===== src/rtl/lu_recompose_2x2.sv =====
// -----------------------------------------------------------------------------
// lu_recompose_2x2
//
// Rebuilds A = L*U from the packed 2x2 factors produced by the LU decomposer.
// The block uses one multiplier and an accumulator. It runs eight MAC steps,
// two per output element, in the fixed order a00, a01, a10, a11.
//
// Ports:
//   clk        system clock, rising edge
//   rst_n      asynchronous active-low reset
//   L          {l00,l01,l10,l11}, l00 in the MSBs, W bits each
//   U          {u00,u01,u10,u11}, u00 in the MSBs, W bits each
//   in_valid   L/U valid this cycle
//   in_ready   block is idle and can accept an operand pair (combinational)
//   A          {a00,a01,a10,a11}, a00 in the MSBs, OW = 2W+1 bits each
//   out_valid  A holds a complete result (registered)
//   out_ready  downstream accepts A
//   busy       high while the MAC sequence runs (registered)
//
// Configuration:
//   LU_RECOMP_SIGNED_EN  When defined, L/U elements are two's complement.
//                        Products and sums are signed, and A elements are
//                        sign-extended. When undefined, all operands are
//                        unsigned.
// -----------------------------------------------------------------------------
module lu_recompose_2x2 #(
  parameter int W = 8
) (
  input  logic                 clk,
  input  logic                 rst_n,
  input  logic [4*W-1:0]       L,
  input  logic [4*W-1:0]       U,
  input  logic                 in_valid,
  output logic                 in_ready,
  output logic [4*(2*W+1)-1:0] A,
  output logic                 out_valid,
  input  logic                 out_ready,
  output logic                 busy
);

  localparam int OW = 2*W + 1;

  typedef enum logic [1:0] {
    IDLE = 2'd0,
    MAC  = 2'd1,
    DONE = 2'd2
  } state_t;

  state_t          state_q;
  logic [2:0]      step_q;
  logic [4*W-1:0]  l_q;
  logic [4*W-1:0]  u_q;
  logic [OW-1:0]   acc_q;
  logic [OW-1:0]   a_q [4];
  logic            out_valid_q;
  logic            busy_q;

  // Unpack the captured factors and pack the result, index 0 = MSB element.
  logic [W-1:0] l_el [4];
  logic [W-1:0] u_el [4];

  genvar gi;
  generate
    for (gi = 0; gi < 4; gi++) begin : g_pack
      assign l_el[gi]                  = l_q[(3-gi)*W +: W];
      assign u_el[gi]                  = u_q[(3-gi)*W +: W];
      assign A[(3-gi)*OW +: OW]        = a_q[gi];
    end
  endgenerate

  // Step decode: element e = s[2:1] -> (i,j) = (e[1], e[0]), inner index k = s[0].
  logic [1:0] elem;
  logic [1:0] l_idx;
  logic [1:0] u_idx;
  assign elem  = step_q[2:1];
  assign l_idx = {elem[1], step_q[0]};   // l_ik
  assign u_idx = {step_q[0], elem[0]};   // u_kj

  logic [W-1:0]   l_sel;
  logic [W-1:0]   u_sel;
  logic [2*W-1:0] prod;
  logic [OW-1:0]  prod_ext;
  logic [OW-1:0]  sum_d;

  assign l_sel = l_el[l_idx];
  assign u_sel = u_el[u_idx];

`ifdef LU_RECOMP_SIGNED_EN
  // The low 2W bits of the product of sign-extended operands are the exact
  // signed product. (-2^(W-1))^2 still fits in 2W bits as a signed value.
  assign prod     = $signed({{W{l_sel[W-1]}}, l_sel}) * $signed({{W{u_sel[W-1]}}, u_sel});
  assign prod_ext = {prod[2*W-1], prod};
`else
  assign prod     = {{W{1'b0}}, l_sel} * {{W{1'b0}}, u_sel};
  assign prod_ext = {1'b0, prod};
`endif

  // The sum of two products needs one extra bit, and OW provides it.
  assign sum_d = acc_q + prod_ext;

  always_ff @(posedge clk or negedge rst_n) begin
    if (!rst_n) begin
      state_q     <= IDLE;
      step_q      <= '0;
      l_q         <= '0;
      u_q         <= '0;
      acc_q       <= '0;
      out_valid_q <= 1'b0;
      busy_q      <= 1'b0;
      for (int n = 0; n < 4; n++) a_q[n] <= '0;
    end else begin
      unique case (state_q)
        IDLE: begin
          if (in_valid) begin
            l_q     <= L;
            u_q     <= U;
            step_q  <= '0;
            busy_q  <= 1'b1;
            state_q <= MAC;
          end
        end
        MAC: begin
          if (!step_q[0]) acc_q       <= prod_ext;
          else            a_q[elem]   <= sum_d;
          if (step_q == 3'd7) begin
            step_q      <= '0;
            busy_q      <= 1'b0;
            out_valid_q <= 1'b1;
            state_q     <= DONE;
          end else begin
            step_q <= step_q + 3'd1;
          end
        end
        DONE: begin
          if (out_ready) begin
            out_valid_q <= 1'b0;
            state_q     <= IDLE;
          end
        end
        default: begin
          state_q     <= IDLE;
          busy_q      <= 1'b0;
          out_valid_q <= 1'b0;
        end
      endcase
    end
  end

  assign in_ready  = (state_q == IDLE);
  assign out_valid = out_valid_q;
  assign busy      = busy_q;

endmodule


===== config.mk =====
export PLATFORM = sky130hd
export DESIGN_NAME = lu_recompose_2x2
export DESIGN_NICKNAME = d
export VERILOG_FILES = /design/src/rtl/lu_recompose_2x2.sv
export SDC_FILE = /design/constraint.sdc
export NUM_CORES = 1
export LEC_CHECK = 0
export ABC_CLOCK_PERIOD_IN_PS = 6100
export CAP_MARGIN = 20
export CORE_ASPECT_RATIO = 1.5
export CORE_MARGIN = 3
export CORE_UTILIZATION = 50
export CTS_CLUSTER_DIAMETER = 80
export DETAILED_ROUTE_END_ITERATION = 8
export HOLD_SLACK_MARGIN = 0.08
export PLACE_DENSITY = 0.8
export REMOVE_ABC_BUFFERS = 1
export SYNTH_ARGS = -nofsm -noshare
export SYNTH_HDL_FRONTEND = slang
export SYNTH_SLANG_ARGS = --single-unit

===== constraint.sdc =====
create_clock -name clk -period 6.1 [get_ports clk]
set_input_delay 0.61 -clock clk [delete_from_list [all_inputs] [get_ports clk]]
set_output_delay 0.61 -clock clk [all_outputs]
set_load 0.02 [all_outputs]

-- Yosys cells after proc, flatten, opt, wreduce, memory -nomap -nowiden
Index checks and enable logic that the tools add are counted.
- flip-flop bits (word level): 155
- word-level logic and storage cells: 62
- input bits: 68
- muxes and demuxes: 22
- reduce and logical (&&, ||, !) cells: 10
- equal/unequal tests: 6
- add/sub/neg operators: 2
- $mul: 1
- bitwise logic cells: 6
- order comparisons: 4
- operators by type and width (kind ; count):
    68-bit bitwise mux ; 1
    17-bit demux with 2-bit select ; 1
    8-bit binary-select mux with 2-bit select ; 2
    8-bit 2-to-1 mux ; 4
    16-bit by 16-bit adder with 17-bit output ; 1
    17-bit 2-to-1 mux ; 1
    8-bit by 8-bit multiplier with 16-bit output ; 1
    3-bit >= comparator, second input constant ; 3
    2-bit NOT with 3-bit output ; 3
    3-bit AND reduction ; 3
    2-bit AND reduction ; 4
    2-bit 2-to-1 mux ; 3
    3-bit 2-to-1 mux ; 2
    2-bit inequality test, second input constant ; 3
    1-bit case mux with 3 select lines ; 2
    2-bit case mux with 3 select lines ; 1
    3-bit case mux with 2 select lines ; 1
    1-bit 2-to-1 mux ; 4
    3-bit by 1-bit adder with 3-bit output, second input constant ; 1
    3-bit equality test, second input constant ; 1
    3-bit by 1-bit less-than comparator with 1-bit output, second input constant ; 1
    1-bit NOT ; 3
    2-bit by 1-bit equality test with 1-bit output, second input constant ; 1
    2-bit equality test, second input constant ; 1
    3 further kinds ; 3

-- Logic depth before layout (Yosys ltp)
Gate-level depths: netlist of run 1.
- word-level depth: 7
- depth in mapped cells: 24
- depth with buffers taken out: 22

-- Worst setup path after synthesis of run 1
OpenSTA, ideal clock, no wires.
- path type: register to register
- start point: reg step_q[1]
- end point: reg a_q (netlist bit A[14])
- clock period less this slack: 6.394 ns
- required time: 5.964 ns
- path slack: -0.294 ns
- buffers on the path: 2
- cell stages (with the launch flop): 24
- arrival: 6.258 ns
- path through: dfrtp_1 -> clkbuf_1 -> buf_4 -> mux4_2 -> and2_1 -> fa_1 -> inv_1 -> fa_1 -> fa_1 -> fa_1 -> inv_1 -> ha_1 -> a21o_1 -> a21oi_1 -> o21ai_0 -> a31oi_1 -> xnor2_1 -> ha_1 -> and2_2 -> and4_1 -> o211a_1 -> o31a_1 -> nor3_1 -> o31ai_1
- cells in the longest elaborated chain, start to end: 7
- ends and longest elaborated chain (what ; RTL line ; source):
    from (decl) ; 50 ; logic [2:0] step_q;
    from (signal assigned) ; 131 ; step_q <= step_q + 3'd1;
    2-bit NOT with 3-bit output (not written as such) ; 86 ; assign u_sel = u_el[u_idx];
    8-bit binary-select mux with 2-bit select ; 86 ;
    8-bit 2-to-1 mux (not written as such) (2 in a row) ; 86 ;
    8-bit by 8-bit multiplier with 16-bit output ; 94 ; assign prod = {{W{1'b0}}, l_sel} * {{W{1'b0}}, u_sel};
    named net prod[10] ; 81 ; logic [2*W-1:0] prod;
    16-bit by 16-bit adder with 17-bit output ; 99 ; assign sum_d = acc_q + prod_ext;
    68-bit bitwise mux ; 124 ; else a_q[elem] <= sum_d;
    to (signal, indexed assignment) ; 124 ;
    to (decl) ; 54 ; logic [OW-1:0] a_q [4];
The timed path passes the listed nets, and every way through them passes these cells. The select of a mux whose other input is x is not followed.
A chain may end at the register's enable or synchronous reset.

-- Worst setup path in the final report of run 1
- start point: reg step_q[0]
- end point: reg a_q (netlist bit A[48])
- cells in the longest elaborated chain, start to end: 7
- ends and longest elaborated chain (what ; RTL line):
    2-bit NOT with 3-bit output, on equally long branches ; 85, 86
    8-bit binary-select mux with 2-bit select, on equally long branches ; 85, 86
    8-bit 2-to-1 mux, on equally long branches (2 in a row) ; 85, 86
    8-bit by 8-bit multiplier with 16-bit output * ; 94
    named net prod[10] ; 81
    16-bit by 16-bit adder with 17-bit output * ; 99
    68-bit bitwise mux * ; 124
Mark *: on every way through the listed nets, which the timed path passes. The rest lies on a longest branch. The select of a mux whose other input is x is not followed.

==> metrics.cfg, run 1 <==
[run_status]
status = complete, no violations

[critical_path]
worstPathArrival_ps = 6360
cp-start-kind = flop
cp-end-kind = flop
cp_max_fo = 8
r2r_slack_ps = 70
r2r-start = step_q[0]
worstPathRequired_ps = 6440
crit_type = reg -> reg
critPathLaunch = step_q[0]

[drt]
drt-initial-drc-count = 322
via_per_inst = 5.43
wirelength_um = 20900
first_pass_iters = 4
wl_per_cell_um = 16.8
vias = 6743
drt.antenna.violating_nets = 0
drc_errors = 0

[timing]
slew_viol_final = 0
period_needed_ps = 6030
setup_violations = 0
fmax_mhz = 166
hold_viol = 0
max-slew-margin-rel_pct = 40.4
fin_hold_ws_ps = 225
rsz0062_at_grt = true
worst_pin_slew_ps = 894
setup_tns_ps = 0
worst_slack_ps = 71.0
finalCritPeriodShare_pct = 98.8
fin_skew_ps = 5.62

[clocking]
clockBufferDepth = 2
clk_pin_slew_worst_paths_ps = 60
numCtsBuffers = 17
cts.sinks = 155
h-tree-depth = 4
cts_tree = done
cts-root-buf = clkbuf_16
clock_latency_ps = 420

[logic_synthesis]
synth.top_cell.area_share_pct = 42.1
yosysSeqAreaShare_pct = 42.1
synth.area.top_cells = dfrtp_1 42%, mux2_2 11%, fa_1 8.0%
ys_top_cells_by_count = 155 x dfrtp_1, 121 x nand2_1, 94 x mux2_2, 59 x inv_1, 55 x ha_1
synth_largest_area_cell = dfrtp_1
async_flop_share_pct = 100
synthDistinctLibCells = 57
synth.ff_latch_count = 155
synth-edff-count = 0
yosysWarnings = 0
synth_most_common_cell = dfrtp_1
synthCells = 823
syn_avg_cell_area_um2 = 11.2
synthFlopType = dfrtp_1
synthesis.area_mm2 = 0.00922

[cells_and_area]
fillers = 1291
diodes = 0
final_layout_size_suffix_gt1_share_pct = 28.6
area_delta_synth_final_pct = 32.5
fin_nets = 1173
final_area_mm2 = 0.0122

[global_route]
antenna_found_initial = 0
gr-usage-all-layers_pct = 21.0
grt_start_max_net_pins = 88
grt_pass1_wl_um = 33100
grt_pass1_vias = 6871
grt_overflow_total = 0

[floorplanning]
die_area_mm2 = 0.0201
core_area_mm2 = 0.0180
die_w_um = 117
pin_count = 139
die_y_um = 172
floorplan.initialDensity_pct = 51.2
num_rows = 60

[placed_design]
dp_hpwl_um = 15300
gp_congestion = 0.898
portBuffers = 138
placed_cell_area_mm2 = 0.0111
place_ws_ps = -248

[hold_path]
min_path_type = in -> async

[run]
maxCapViolations = 0

[kinds of logic (layout without fill, tap and decap cells)]
group	count (synthesis)	count (layout)	synth area share, %
simple gates	232	232	12.2
flops	155	155	42.1
compound gates	121	121	8.11
mux	113	113	15.7
fa+ha+maj	92	92	15.5
buf+inv	89	291	4.40
xor+xnor	21	21	1.99
[state kept, by name (all words and copies together), names as in the netlist]
| name | flops |
|---|---|
| A | 68 |
| acc_q | 16 |
| busy | 1 |
| l_el | 32 |
| out_valid | 1 |
| state_q | 2 |
| step_q | 3 |
| u_el | 32 |
[critical path, stage by stage, from the launching register on]
cell and delay [ps]:
dfrtp_1 390, buf_6 160, mux4_2 630, and2_4 210, fa_1 500, fa_1 520, fa_1 570, inv_2 40
fa_1 480, inv_2 50, ha_4 230, a21oi_4 160, inv_2 80, a31oi_4 180, xnor2_2 160, ha_4 240
and2_4 140, and4_1 210, o211a_1 220, o31a_1 330, o21a_2 240, o31ai_2 220
[repair_timing]
action	4_1_cts	5_1_grt
hold buffers	0	0
pin swaps	16	72
gates resized for setup	18	95
setup endpoints to repair	17	31
buffers inserted	4	9
[cell type report]
class / instances / area, µm² / share of cell area [%]
multi-input cells: 579 / 5400 / 44.2
flip-flops and latches: 155 / 3880 / 31.7
repair buffers: 201 / 1910 / 15.6
clock buffers: 19 / 433 / 3.54
well taps: 217 / 272 / 2.22
inverters: 59 / 221 / 1.81
clock inverters: 12 / 113 / 0.922
[stage by stage]
step,util [%],std cells
after floorplan,-,793
after global placement,61.5,1198
after detailed placement,61.5,1198
after CTS,65.1,1233
after global routing,67.8,1242
final,67.8,1242
[layout by cell type, fill, tap and decap left out, types with 7 or more instances in the layout]
| master | netlist | routed |
|---|---|---|
| a21o_1 | 9 | 9 |
| a21oi_1 | 26 | 17 |
| a21oi_2 | 1 | 7 |
| and2_1 | 52 | 37 |
| and2_4 | 0 | 15 |
| buf_4 | 3 | 52 |
| buf_6 | 5 | 11 |
| clkbuf_16 | 0 | 17 |
| clkdlybuf4s50_1 | 0 | 137 |
| dfrtp_1 | 155 | 155 |
| fa_1 | 37 | 34 |
| ha_1 | 55 | 45 |
| ha_4 | 0 | 8 |
| inv_1 | 59 | 52 |
| inv_2 | 0 | 7 |
| mux2_2 | 94 | 93 |
| mux4_2 | 16 | 16 |
| nand2_1 | 121 | 114 |
| nand3_1 | 8 | 7 |
| nand4_1 | 7 | 7 |
| nor2_1 | 16 | 15 |
| o21ai_0 | 41 | 36 |
| xnor2_1 | 13 | 9 |
[routing by layer]
metal	global-route usage [%]	wire length, µm	vias up
met1	23.4	8010	3364
met3	3.57	536	35
met5	0	0	-
met4	7.29	495	0
met2	39.4	11800	132
li1	-	-	3212
[path summary, 6_finish.rpt]
kind	endpoint	cells after the start
max reg2reg	A[48]	21
max in group asynchronous	A[61]	2
max	A[48]	21
min	l_el[9]	1
min in group clk	A[51]	2
min reg2reg	A[51]	2
Power of run 1 is left out: the tool's default activity adds up to more than one toggle a clock period on the data nets, which glitch-free logic cannot reach.
==> inputs of run 2 (changes only) <==
- ABC_AREA: unset -> 1
- GPL_ROUTABILITY_DRIVEN: unset -> 0
- PLACE_DENSITY: 0.8 -> 0.83
==> run 2 against run 1 <==
  * Wire length is 13% higher
  * Non-clock buffer count is 38 lower
  * Core utilization is 2.9 points lower
  * Synthesized cell count is 34% higher
  * Cell count is 22% higher
  * Critical path type unchanged
==> metrics.cfg, run 2 <==
[floorplanning]
floorplan.initialDensity_pct = 51.1  ; was 51.2%
core_area_mm2 = 0.0186  ; was 0.0180 mm²
pin_count = 139  ; unchanged
num_rows = 61  ; was 60
die_y_um = 175  ; was 172 µm
die_area_mm2 = 0.0208  ; was 0.0201 mm²
die_w_um = 119  ; was 117 µm

[critical_path]
cp-end-kind = flop  ; unchanged
cp-start-kind = flop  ; unchanged
worstPathRequired_ps = 6410  ; was 6440 ps
critPathMaxStageDelay_ps = 540  ; was 630 ps
critical_path_buf_inv_count = 8  ; was 4
cp_slowest_cell = fa_1  ; was mux4_2
cpMostUsedCell = nand2_1  ; was fa_1
worstPathArrival_ps = 6280  ; was 6360 ps
crit_family = adder cells  ; unchanged
cp_max_fo = 6  ; was 8
crit_type = reg -> reg  ; unchanged
r2r_slack_ps = 130  ; was 70 ps

[logic_synthesis]
synthDistinctLibCells = 35  ; was 57
synthesis.area_mm2 = 0.00952  ; was 0.00922 mm²
synth.area.top_cells = dfrtp_1 41%, nand2_1 15%, fa_1 7.8%  ; was dfrtp_1 42%, mux2_2 11%, fa_1 8.0%
synth.ff_latch_count = 155  ; unchanged
yosysWarnings = 0  ; unchanged
synth_largest_area_cell = dfrtp_1  ; unchanged
async_flop_share_pct = 100  ; unchanged
synth.top_cell.area_share_pct = 40.7  ; was 42.1%
syn_avg_cell_area_um2 = 8.66  ; was 11.2 µm²
synthFlopType = dfrtp_1  ; unchanged
synth_most_common_cell = nand2_1  ; was dfrtp_1
ys_top_cells_by_count = 378 x nand2_1, 155 x dfrtp_1, 105 x inv_1, 77 x nor2_1, 69 x nand3_1  ; was 155 x dfrtp_1, 121 x nand2_1, 94 x mux2_2, 59 x inv_1, 55 x ha_1
yosysSeqAreaShare_pct = 40.7  ; was 42.1%
synthCells = 1099  ; was 823
synth-edff-count = 0  ; unchanged

[drt]
first_pass_iters = 5  ; was 4
vias = 8000  ; was 6743
wirelength_um = 23600  ; was 20900 µm
via_per_inst = 5.26  ; was 5.43
drc_errors = 0  ; unchanged
drt-initial-drc-count = 515  ; was 322
drt.antenna.violating_nets = 0  ; unchanged
wl_per_cell_um = 15.5  ; was 16.8 µm

[cells_and_area]
largest_reg_flops = 68  ; unchanged
mostFrequentLayoutCell = nand2_1  ; was dfrtp_1
area_delta_synth_final_pct = 27.0  ; was 32.5%
layout.cells.most_common_list = 366 x nand2_1, 154 x dfrtp_1, 137 x clkdlybuf4s50_1  ; was 155 x dfrtp_1, 137 x clkdlybuf4s50_1, 114 x nand2_1
fillers = 1532  ; was 1291
ff_latch_area_mm2 = 0.00388  ; about the same
final_area_mm2 = 0.0121  ; was 0.0122 mm²
multi_input_area_mm2 = 0.00522  ; was 0.00540 mm²
fin_nets = 1416  ; was 1173
diodes = 0  ; unchanged
final_layout_size_suffix_gt1_share_pct = 16.2  ; was 28.6%

[hold_path]
min_path_type = in -> async  ; unchanged

[run]
maxCapViolations = 0  ; unchanged

[clocking]
cts-root-buf = clkbuf_16  ; unchanged
h-tree-depth = 4  ; unchanged
cts_hold_buf = 0  ; unchanged
clock_latency_ps = 430  ; was 420 ps
numCtsBuffers = 17  ; unchanged
clk_pin_slew_worst_paths_ps = 60  ; about the same
clockBufferDepth = 2  ; unchanged
cts.sinks = 155  ; unchanged
cts_tree = done  ; unchanged

[timing]
fin_skew_ps = 10.0  ; was 5.62 ps
fmax_mhz = 168  ; was 166 MHz
setup_violations = 0  ; unchanged
max-slew-margin-rel_pct = 39.3  ; was 40.4%
worst_pin_slew_ps = 910  ; was 894 ps
finalCritPeriodShare_pct = 97.8  ; was 98.8%
slew_viol_final = 0  ; unchanged
hold_viol = 0  ; unchanged
period_needed_ps = 5970  ; was 6030 ps
rsz0062_at_grt = true  ; unchanged

[placed_design]
placed_cell_area_mm2 = 0.0111  ; about the same
portBuffers = 138  ; unchanged
dp_hpwl_um = 17000  ; was 15300 µm

[global_route]
grt_overflow_total = 0  ; unchanged
antenna_found_initial = 0  ; unchanged
grt_pass1_vias = 7925  ; was 6871
gr-usage-all-layers_pct = 22.1  ; was 21.0%
grt_start_max_net_pins = 104  ; was 88
grt_pass1_wl_um = 37300  ; was 33100 µm

[run_status]
status = complete, no violations  ; unchanged

run 2: logic make-up (layout without fill, tap and decap cells):
| kind of cell | count (synthesis) | in the layout | share of synthesized area (%) |
|---|---|---|---|
| buffers and inverters | 150 | 320 | 6.98 |
| XOR/XNOR | 10 | 10 | 0.920 |
| adder cells (fa/ha/maj) | 92 | 92 | 15.0 |
| multiplexers | 62 | 62 | 7.33 |
| AND/OR/NAND/NOR | 556 | 556 | 24.2 |
| AO/OA/AOI/OAI | 74 | 74 | 4.84 |
| flip-flops | 155 | 155 | 40.7 |
run 2: cell type report:
class / instances / share of cell area [%]
Tap cell: 252 / 2.61
Multi-Input combinational cell: 794 / 43.1
Timing Repair inverter: 1 / 0.0414
Inverter: 124 / 4.03
Clock inverter: 13 / 1.07
Timing Repair Buffer: 163 / 13.3
Clock buffer: 19 / 3.75
Sequential cell: 155 / 32.1
run 2: layer usage:
| metal | vias to the layer above | part of all wire (%) | GRT usage, % | routed length (µm) |
|---|---|---|---|---|
| met5 | - | 0 | 0 | 0 |
| met4 | 0 | 3.9 | 9.47 | 910 |
| met1 | 3804 | 37 | 24.0 | 8820 |
| met2 | 284 | 54 | 41.8 | 12900 |
| li1 | 3822 | - | - | - |
| met3 | 90 | 4.3 | 3.72 | 1030 |
run 2: worst paths after layout:
| path | startpoint | endpoint | cells after the start |
|---|---|---|---|
| worst max-delay path | step_q[1] | A[47] | 30 |
| worst min-delay path | rst_n | l_el[6] | 1 |
| worst max register to register | step_q[1] | A[47] | 30 |
| worst min register to register | A[52] | A[52] | 2 |
| max in group asynchronous | rst_n | acc_q[0] | 2 |
| min in group clk | A[52] | A[52] | 2 |
run 2: stage by stage:
stage	setup slack (ps)	utilization [%]	std cells	TNS, ps	hold slack [ps]
2_1_floorplan	59.7	-	1073	0	314
3_3_place_gp	-73.4	59.9	1478	-272	455
3_5_place_dp	-238	59.9	1478	-1860	463
4_1_cts	56.5	63.1	1510	0	335
5_1_grt	-150	64.9	1521	-1300	360
6_report	135	64.9	1521	0	301
run 2: timing repair:
item                                    in CTS  in global routing
buffers inserted                             0                  9
cloned                                       0                  2
endpoints found under the setup margin      20                 32
resized for setup                            4                 57
pin swaps                                    0                  9
Power of run 2 is left out for the same reason.
